`config.mk`:
```
export PLATFORM = sky130hd
export DESIGN_NAME = uart_sfr_bridge
export DESIGN_NICKNAME = d
export VERILOG_FILES = /design/src/rtl/uart_sfr_pkg.sv /design/src/rtl/uart_sfr_fifo.sv /design/src/rtl/uart_sfr_bridge.sv
export SDC_FILE = /design/constraint.sdc
export NUM_CORES = 1
export LEC_CHECK = 0
export BUFFER_PORTS_ARGS = -buffer_cell sky130_fd_sc_hd__buf_2
export CORE_UTILIZATION = 30
export CTS_CLUSTER_DIAMETER = 60
export CTS_CLUSTER_SIZE = 40
export DETAILED_ROUTE_END_ITERATION = 7
export PLACE_DENSITY = 0.55
export SYNTH_ARGS = -nofsm -noshare
export SYNTH_HDL_FRONTEND = slang
export SYNTH_SLANG_ARGS = --single-unit
```
`constraint.sdc`:
```
create_clock -name clk -period 3.41 [get_ports clk]
set_input_delay 0.341 -clock clk [delete_from_list [all_inputs] [get_ports clk]]
set_output_delay 0.341 -clock clk [all_outputs]
set_load 0.02 [all_outputs]
```
`src/rtl/uart_sfr_pkg.sv`:
```
// Shared definitions for the UART SFR bridge.
//   - register address map for the 2-bit peripheral bus address
//   - STATUS register bit positions
//   - default prescale (125 MHz / (9600 * 8))
package uart_sfr_pkg;

   localparam logic [1:0] UART_REG_DATA     = 2'd0;
   localparam logic [1:0] UART_REG_STATUS   = 2'd1;
   localparam logic [1:0] UART_REG_PRESC_LO = 2'd2;
   localparam logic [1:0] UART_REG_PRESC_HI = 2'd3;

   localparam int unsigned STAT_RX_AVAIL = 0;
   localparam int unsigned STAT_TX_FULL  = 1;
   localparam int unsigned STAT_TX_EMPTY = 2;
   localparam int unsigned STAT_TX_IDLE  = 3;
   localparam int unsigned STAT_RX_OVR   = 4;
   localparam int unsigned STAT_RX_FRM   = 5;
   localparam int unsigned STAT_TX_OVF   = 6;
   localparam int unsigned STAT_IE       = 7;

   localparam logic [15:0] UART_PRESCALE_DEFAULT = 16'd1628;

endpackage

```
`src/rtl/uart_sfr_fifo.sv`:
```
// Small synchronous FIFO used for both the TX and RX byte buffers.
// Ports:
//   clk, rst            clock, asynchronous active-high reset
//   push, push_data     write request and data
//   pop                 read request (ignored while empty)
//   head                oldest entry (0 while empty after reset)
//   full, empty         occupancy flags
// A push into a full FIFO is accepted when a pop happens in the same cycle.
module uart_sfr_fifo #(
   parameter int unsigned WIDTH = 8,
   parameter int unsigned DEPTH = 4
) (
   input  logic             clk,
   input  logic             rst,
   input  logic             push,
   input  logic [WIDTH-1:0] push_data,
   input  logic             pop,
   output logic [WIDTH-1:0] head,
   output logic             full,
   output logic             empty
);

   localparam int unsigned AW = $clog2(DEPTH);
   localparam logic [AW:0] CNT_FULL = (AW+1)'(DEPTH);
   localparam logic [AW:0] CNT_ONE  = (AW+1)'(1);
   localparam logic [AW-1:0] PTR_ONE = AW'(1);

   logic [WIDTH-1:0] mem [DEPTH];
   logic [AW-1:0]    wr_ptr, rd_ptr;
   logic [AW:0]      cnt;
   logic             push_ok, pop_ok;

   assign full    = (cnt == CNT_FULL);
   assign empty   = (cnt == '0);
   assign pop_ok  = pop && !empty;
   assign push_ok = push && (!full || pop_ok);
   assign head    = mem[rd_ptr];

   always_ff @(posedge clk or posedge rst) begin
      if (rst) begin
         wr_ptr <= '0;
         rd_ptr <= '0;
         cnt    <= '0;
         for (int unsigned i = 0; i < DEPTH; i++) mem[i] <= '0;
      end else begin
         if (push_ok) begin
            mem[wr_ptr] <= push_data;
            wr_ptr      <= wr_ptr + PTR_ONE;
         end
         if (pop_ok) rd_ptr <= rd_ptr + PTR_ONE;
         case ({push_ok, pop_ok})
            2'b10:   cnt <= cnt + CNT_ONE;
            2'b01:   cnt <= cnt - CNT_ONE;
            default: cnt <= cnt;
         endcase
      end
   end

endmodule

```
`src/rtl/uart_sfr_bridge.sv`:
```
// Register-mapped bridge between the core peripheral bus and an AXI4-Stream UART.
// Ports:
//   clk, rst                      clock, asynchronous active-high reset
//   addr, wdata, we, re, rdata    SFR bus (DATA / STATUS / PRESC_LO / PRESC_HI)
//   irq                           registered interrupt request
//   m_axis_*                      TX stream into the UART
//   s_axis_*                      RX stream out of the UART
//   tx_busy, rx_overrun_error,
//   rx_frame_error                UART status (errors are 1-cycle pulses)
//   prescale                      UART bit-rate prescale
module uart_sfr_bridge
   import uart_sfr_pkg::*;
#(
   parameter int unsigned FIFO_DEPTH     = 4,
   parameter logic [15:0] PRESCALE_RESET = UART_PRESCALE_DEFAULT
) (
   input  logic        clk,
   input  logic        rst,
   input  logic [1:0]  addr,
   input  logic [7:0]  wdata,
   input  logic        we,
   input  logic        re,
   output logic [7:0]  rdata,
   output logic        irq,
   output logic [7:0]  m_axis_tdata,
   output logic        m_axis_tvalid,
   input  logic        m_axis_tready,
   input  logic [7:0]  s_axis_tdata,
   input  logic        s_axis_tvalid,
   output logic        s_axis_tready,
   input  logic        tx_busy,
   input  logic        rx_overrun_error,
   input  logic        rx_frame_error,
   output logic [15:0] prescale
);

   logic       tx_full, tx_empty, tx_push, tx_pop;
   logic       rx_full, rx_empty, rx_push, rx_pop;
   logic [7:0] rx_head;
   logic       rx_ovr, rx_frm, tx_ovf, ie;
   logic       wr_data, wr_status;
   logic [7:0] status;

   assign wr_data   = we && (addr == UART_REG_DATA);
   assign wr_status = we && (addr == UART_REG_STATUS);

   assign tx_push = wr_data;
   assign tx_pop  = m_axis_tvalid && m_axis_tready;
   assign rx_pop  = re && (addr == UART_REG_DATA);
   // Ready stays up while full if a bus pop frees a slot this same cycle.
   assign s_axis_tready = !rx_full || (rx_pop && !rx_empty);
   assign rx_push = s_axis_tvalid && s_axis_tready;
   assign m_axis_tvalid = !tx_empty;

   uart_sfr_fifo #(.WIDTH(8), .DEPTH(FIFO_DEPTH)) u_tx_fifo (
      .clk(clk), .rst(rst),
      .push(tx_push), .push_data(wdata), .pop(tx_pop),
      .head(m_axis_tdata), .full(tx_full), .empty(tx_empty)
   );

   uart_sfr_fifo #(.WIDTH(8), .DEPTH(FIFO_DEPTH)) u_rx_fifo (
      .clk(clk), .rst(rst),
      .push(rx_push), .push_data(s_axis_tdata), .pop(rx_pop),
      .head(rx_head), .full(rx_full), .empty(rx_empty)
   );

   always_comb begin
      status                = '0;
      status[STAT_RX_AVAIL] = !rx_empty;
      status[STAT_TX_FULL]  = tx_full;
      status[STAT_TX_EMPTY] = tx_empty;
      status[STAT_TX_IDLE]  = tx_empty && !tx_busy;
      status[STAT_RX_OVR]   = rx_ovr;
      status[STAT_RX_FRM]   = rx_frm;
      status[STAT_TX_OVF]   = tx_ovf;
      status[STAT_IE]       = ie;
   end

   always_comb begin
      rdata = '0;
      case (addr)
         UART_REG_DATA:     rdata = rx_empty ? 8'h00 : rx_head;
         UART_REG_STATUS:   rdata = status;
         UART_REG_PRESC_LO: rdata = prescale[7:0];
         UART_REG_PRESC_HI: rdata = prescale[15:8];
         default:           rdata = '0;
      endcase
   end

   // Sticky flags: clear first, then set, so a same-cycle set wins.
   always_ff @(posedge clk or posedge rst) begin
      if (rst) begin
         rx_ovr   <= 1'b0;
         rx_frm   <= 1'b0;
         tx_ovf   <= 1'b0;
         ie       <= 1'b0;
         irq      <= 1'b0;
         prescale <= PRESCALE_RESET;
      end else begin
         rx_ovr <= (rx_ovr && !(wr_status && wdata[STAT_RX_OVR])) || rx_overrun_error;
         rx_frm <= (rx_frm && !(wr_status && wdata[STAT_RX_FRM])) || rx_frame_error;
         tx_ovf <= (tx_ovf && !(wr_status && wdata[STAT_TX_OVF]))
                   || (tx_push && tx_full && !tx_pop);
         if (wr_status) ie <= wdata[STAT_IE];
         irq <= ie && (!rx_empty || rx_ovr || rx_frm || tx_ovf);
         if (we && (addr == UART_REG_PRESC_LO)) prescale[7:0]  <= wdata;
         if (we && (addr == UART_REG_PRESC_HI)) prescale[15:8] <= wdata;
      end
   end

endmodule

```
==> Implementation_results.wiki <==
{| class="wikitable"
! Metric !! Value
|-
| Instance area at placement || 5251 um2
|-
| Average wire per standard cell || 18.16 um
|-
| TritonCTS clock tree || yes
|-
| Synthesis warning total || 0
|-
| Area Overhead vs Synth || 17.65%
|-
| Full die area || 16260 um2
|-
| Arr. time, crit path || 2150 ps
|-
| Peak supply drop || 0.0003739 V
|-
| Leak pwr || 2.401 nW
|-
| Library cell with the largest summed area after synthesis || dfrtp_1
|-
| Number of top-level design ports || 62
|-
| Slack of the worst reg-to-reg path || 930 ps
|-
| First-pass DRT Iterations || 5
|-
| Global route total overflow || 0
|-
| Via density per instance || 4.781
|-
| H-tree level count || 3
|-
| Worst setup SP type || flip-flop
|-
| Endpoint kind of the worst setup timing path || primary output
|-
| Global-route usage over all layers || 14.56%
|-
| Most common cell after layout, fill and taps aside || dfrtp_1
|-
| Clock tree buffer depth || 2
|-
| Wire length of the first global-routing pass || 17550 um
|-
| GR peak layer || met2
|-
| Count of buffers inserted at the top-level ports || 61
|-
| Buffer count from post-CTS setup fixing || 0
|-
| Start of the worst register-to-register path || u_tx_fifo.cnt[0]
|-
| Clock transition at path regs || 70 ps
|-
| Data required time at the worst endpoint || 3070 ps
|-
| Met2 global-route usage || 24.30%
|-
| CP Class || flip-flop to primary output
|-
| Critical-path maximum fanout || 10
|-
| Number of global-route vias before repair || 3146
|-
| Shortest clock period the worst path allows after layout || 2489 ps
|-
| Normalized max-slew margin || 49.12%
|-
| Top library cells by usage in the layout, fill and taps aside || 93 x dfrtp_1, 81 x mux2_2, 61 x buf_2
|-
| Final number of max-transition violations || 0
|-
| Largest net degree at the start of global routing || 62
|-
| Width of the die || 127.5 um
|-
| Start point of the critical path || u_rx_fifo.rd_ptr[0]
|-
| Count of hold buffers inserted by post-cts repair || 0
|-
| Drt drc || 0
|-
| Setup repair after global routing missed its margin || no
|-
| Die Y || 127.5 um
|-
| Share of the yosys chip area belonging to registers || 52.57%
|-
| Capturing point of the worst reg2reg path || u_tx_fifo.cnt[2]
|-
| Total clock buffers created by CTS || 9
|-
| Number of fillers in the final layout || 1517
|-
| Share of the clock period used by the worst path after layout || 72.99%
|-
| Number of clock sinks seen by CTS || 99
|-
| Layout cells sized above 1 || 50.13%
|-
| Post-DRT Antenna Nets || 0
|-
| Biggest area contributors in the synthesized netlist || dfrtp_1 49%, mux2_2 19%, mux4_2 7.6%, dfstp_2 3.3%, ha_1 2.6%
|-
| Clock network latency to the later pin of the worst-skew pair || 340 ps
|-
| Status || complete, no violations
|-
| Number of flops mapped to enable cells by yosys || 0
|-
| Wire length after detailed routing || 10860 um
|-
| Number of distinct library cells after synthesis || 41
|-
| Post-synth design cell area || 4727 um2
|-
| Initial antenna violation count || 0
|-
| Share of synthesized registers carrying an async set or reset || 100.0%
|-
| Final weighted congestion in routability-driven placement || 0.7113
|-
| Placeable Area || 15310 um2
|-
| Resize count post-CTS || 0
|-
| Hold WC Path Type || input port to asynchronous set/reset pin
|-
| Hold violation count in the final report || 0
|-
| Net Count, Synth || 360
|-
| Mean instance size in the synthesized netlist || 14.73 um2
|-
| Starting density of the core || 30.87%
|-
| Cell chosen for the clock root || clkbuf_16
|-
| TNS Setup || 0 ps
|-
| Clock skew after layout || 6.624 ps
|-
| Worst slack on hold paths || 147.1 ps
|-
| Diodes inserted || 0
|-
| Starting DRT DRC Count || 96
|-
| Post-Layout Inst Area || 5562 um2
|-
| Transition time at the pin with the least slew margin || 763.1 ps
|-
| Count of standard-cell rows || 45
|-
| Synth Instances || 321
|-
| Max-capacitance violation count || 0
|-
| Final core utilization || 36.32%
|-
| Vias after detailed routing || 2859
|-
| Worst reg-to-reg path cell count || 8
|-
| Post-synth top area share || 49.23%
|-
| Met3 layer usage reported by global route || 3.183%
|-
| Main synth FF type || dfrtp_1
|-
| Routing usage on met1 || 18.23%
|-
| P per Cell Area || 897.6 nW/um2
|-
| Number of nets in the layout || 421
|-
| Timing-limited maximum frequency || 0.4018 GHz
|-
| Yosys reg bits || 99
|-
| Number of failing setup endpoints in the final timing report || 0
|-
| HPWL after DPL || 7768 um
|}
[how the worst max path moves through the flow]
stage	end	slack, ps	cells after the start
global placement	u_rx_fifo.cnt[2]	850	9
floorplan	ie	490	1
CTS	rdata[2]	880	4
global route	u_tx_fifo.cnt[2]	780	8
finish	rdata[0]	920	4
detailed placement	u_rx_fifo.cnt[2]	780	9
[through the flow]
stage	setup slack [ps]	std cells	power (mW)
6_report	921.1	598	4.992
5_1_grt	779.2	598	5.316
4_1_cts	880.3	598	5.070
3_5_place_dp	777.3	582	3.980
3_3_place_gp	851.2	582	3.895
2_1_floorplan	488.5	321	3.438
[logic make-up (layout without fill, tap and decap cells)]
logic type / after synthesis / after routing / synth area share, %
adder cells (fa/ha/maj): 12 / 12 / 3.494
multiplexers: 109 / 109 / 29.51
flip-flops: 99 / 99 / 52.57
buffers and inverters: 27 / 93 / 2.514
AND/OR/NAND/NOR: 43 / 43 / 5.718
XOR/XNOR: 12 / 12 / 2.223
AO/OA/AOI/OAI: 19 / 19 / 3.970
[final cells by class]
type,count,area [um2],share of cell area [%]
Inverter,13,51.30,0.9224
Sequential cell,99,2485,44.68
Clock buffer,11,232.7,4.184
Timing Repair Buffer,64,327.8,5.894
Clock inverter,5,77.57,1.395
Multi-Input combinational cell,195,2123,38.18
Tap cell,211,264.0,4.747
[synth_stat cells, types with 8 or more instances]
cell type   n
mux2i_1    10
mux4_2     16
buf_2       8
dfrtp_1    93
nand3_1    11
mux2_2     81
inv_1      12
ha_1       10
nand2_1    11
[critical path, cell delays in order (launching register included)]
cell	delay (ps)
dfrtp_1	710
mux4_2	570
o211ai_1	200
o21ai_0	140
buf_2	180
[sequential cells by signal, summed over array words and instances, names as in the netlist, 2 cells and up]
register          cells
prescale             16
u_rx_fifo.cnt         3
u_rx_fifo.mem        32
u_rx_fifo.rd_ptr      2
u_rx_fifo.wr_ptr      2
u_tx_fifo.cnt         3
u_tx_fifo.mem        32
u_tx_fifo.rd_ptr      2
u_tx_fifo.wr_ptr      2
[metal layers]
| layer | wire length [um] | up-vias |
|---|---|---|
| met1 | 4798 | 1484 |
| met5 | 0 | - |
| li1 | - | 1289 |
| met4 | 238 | 0 |
| met3 | 364 | 18 |
| met2 | 5457 | 68 |
[where the power goes]
part           switching [mW]  internal, mW  leakage, nW
logic                   0.827         0.988         1.08
registers               0.408          1.70         1.18
clock network           0.429         0.641        0.150
total                    1.66          3.33         2.40
Note: power is estimated with default switching activity, not from simulation.
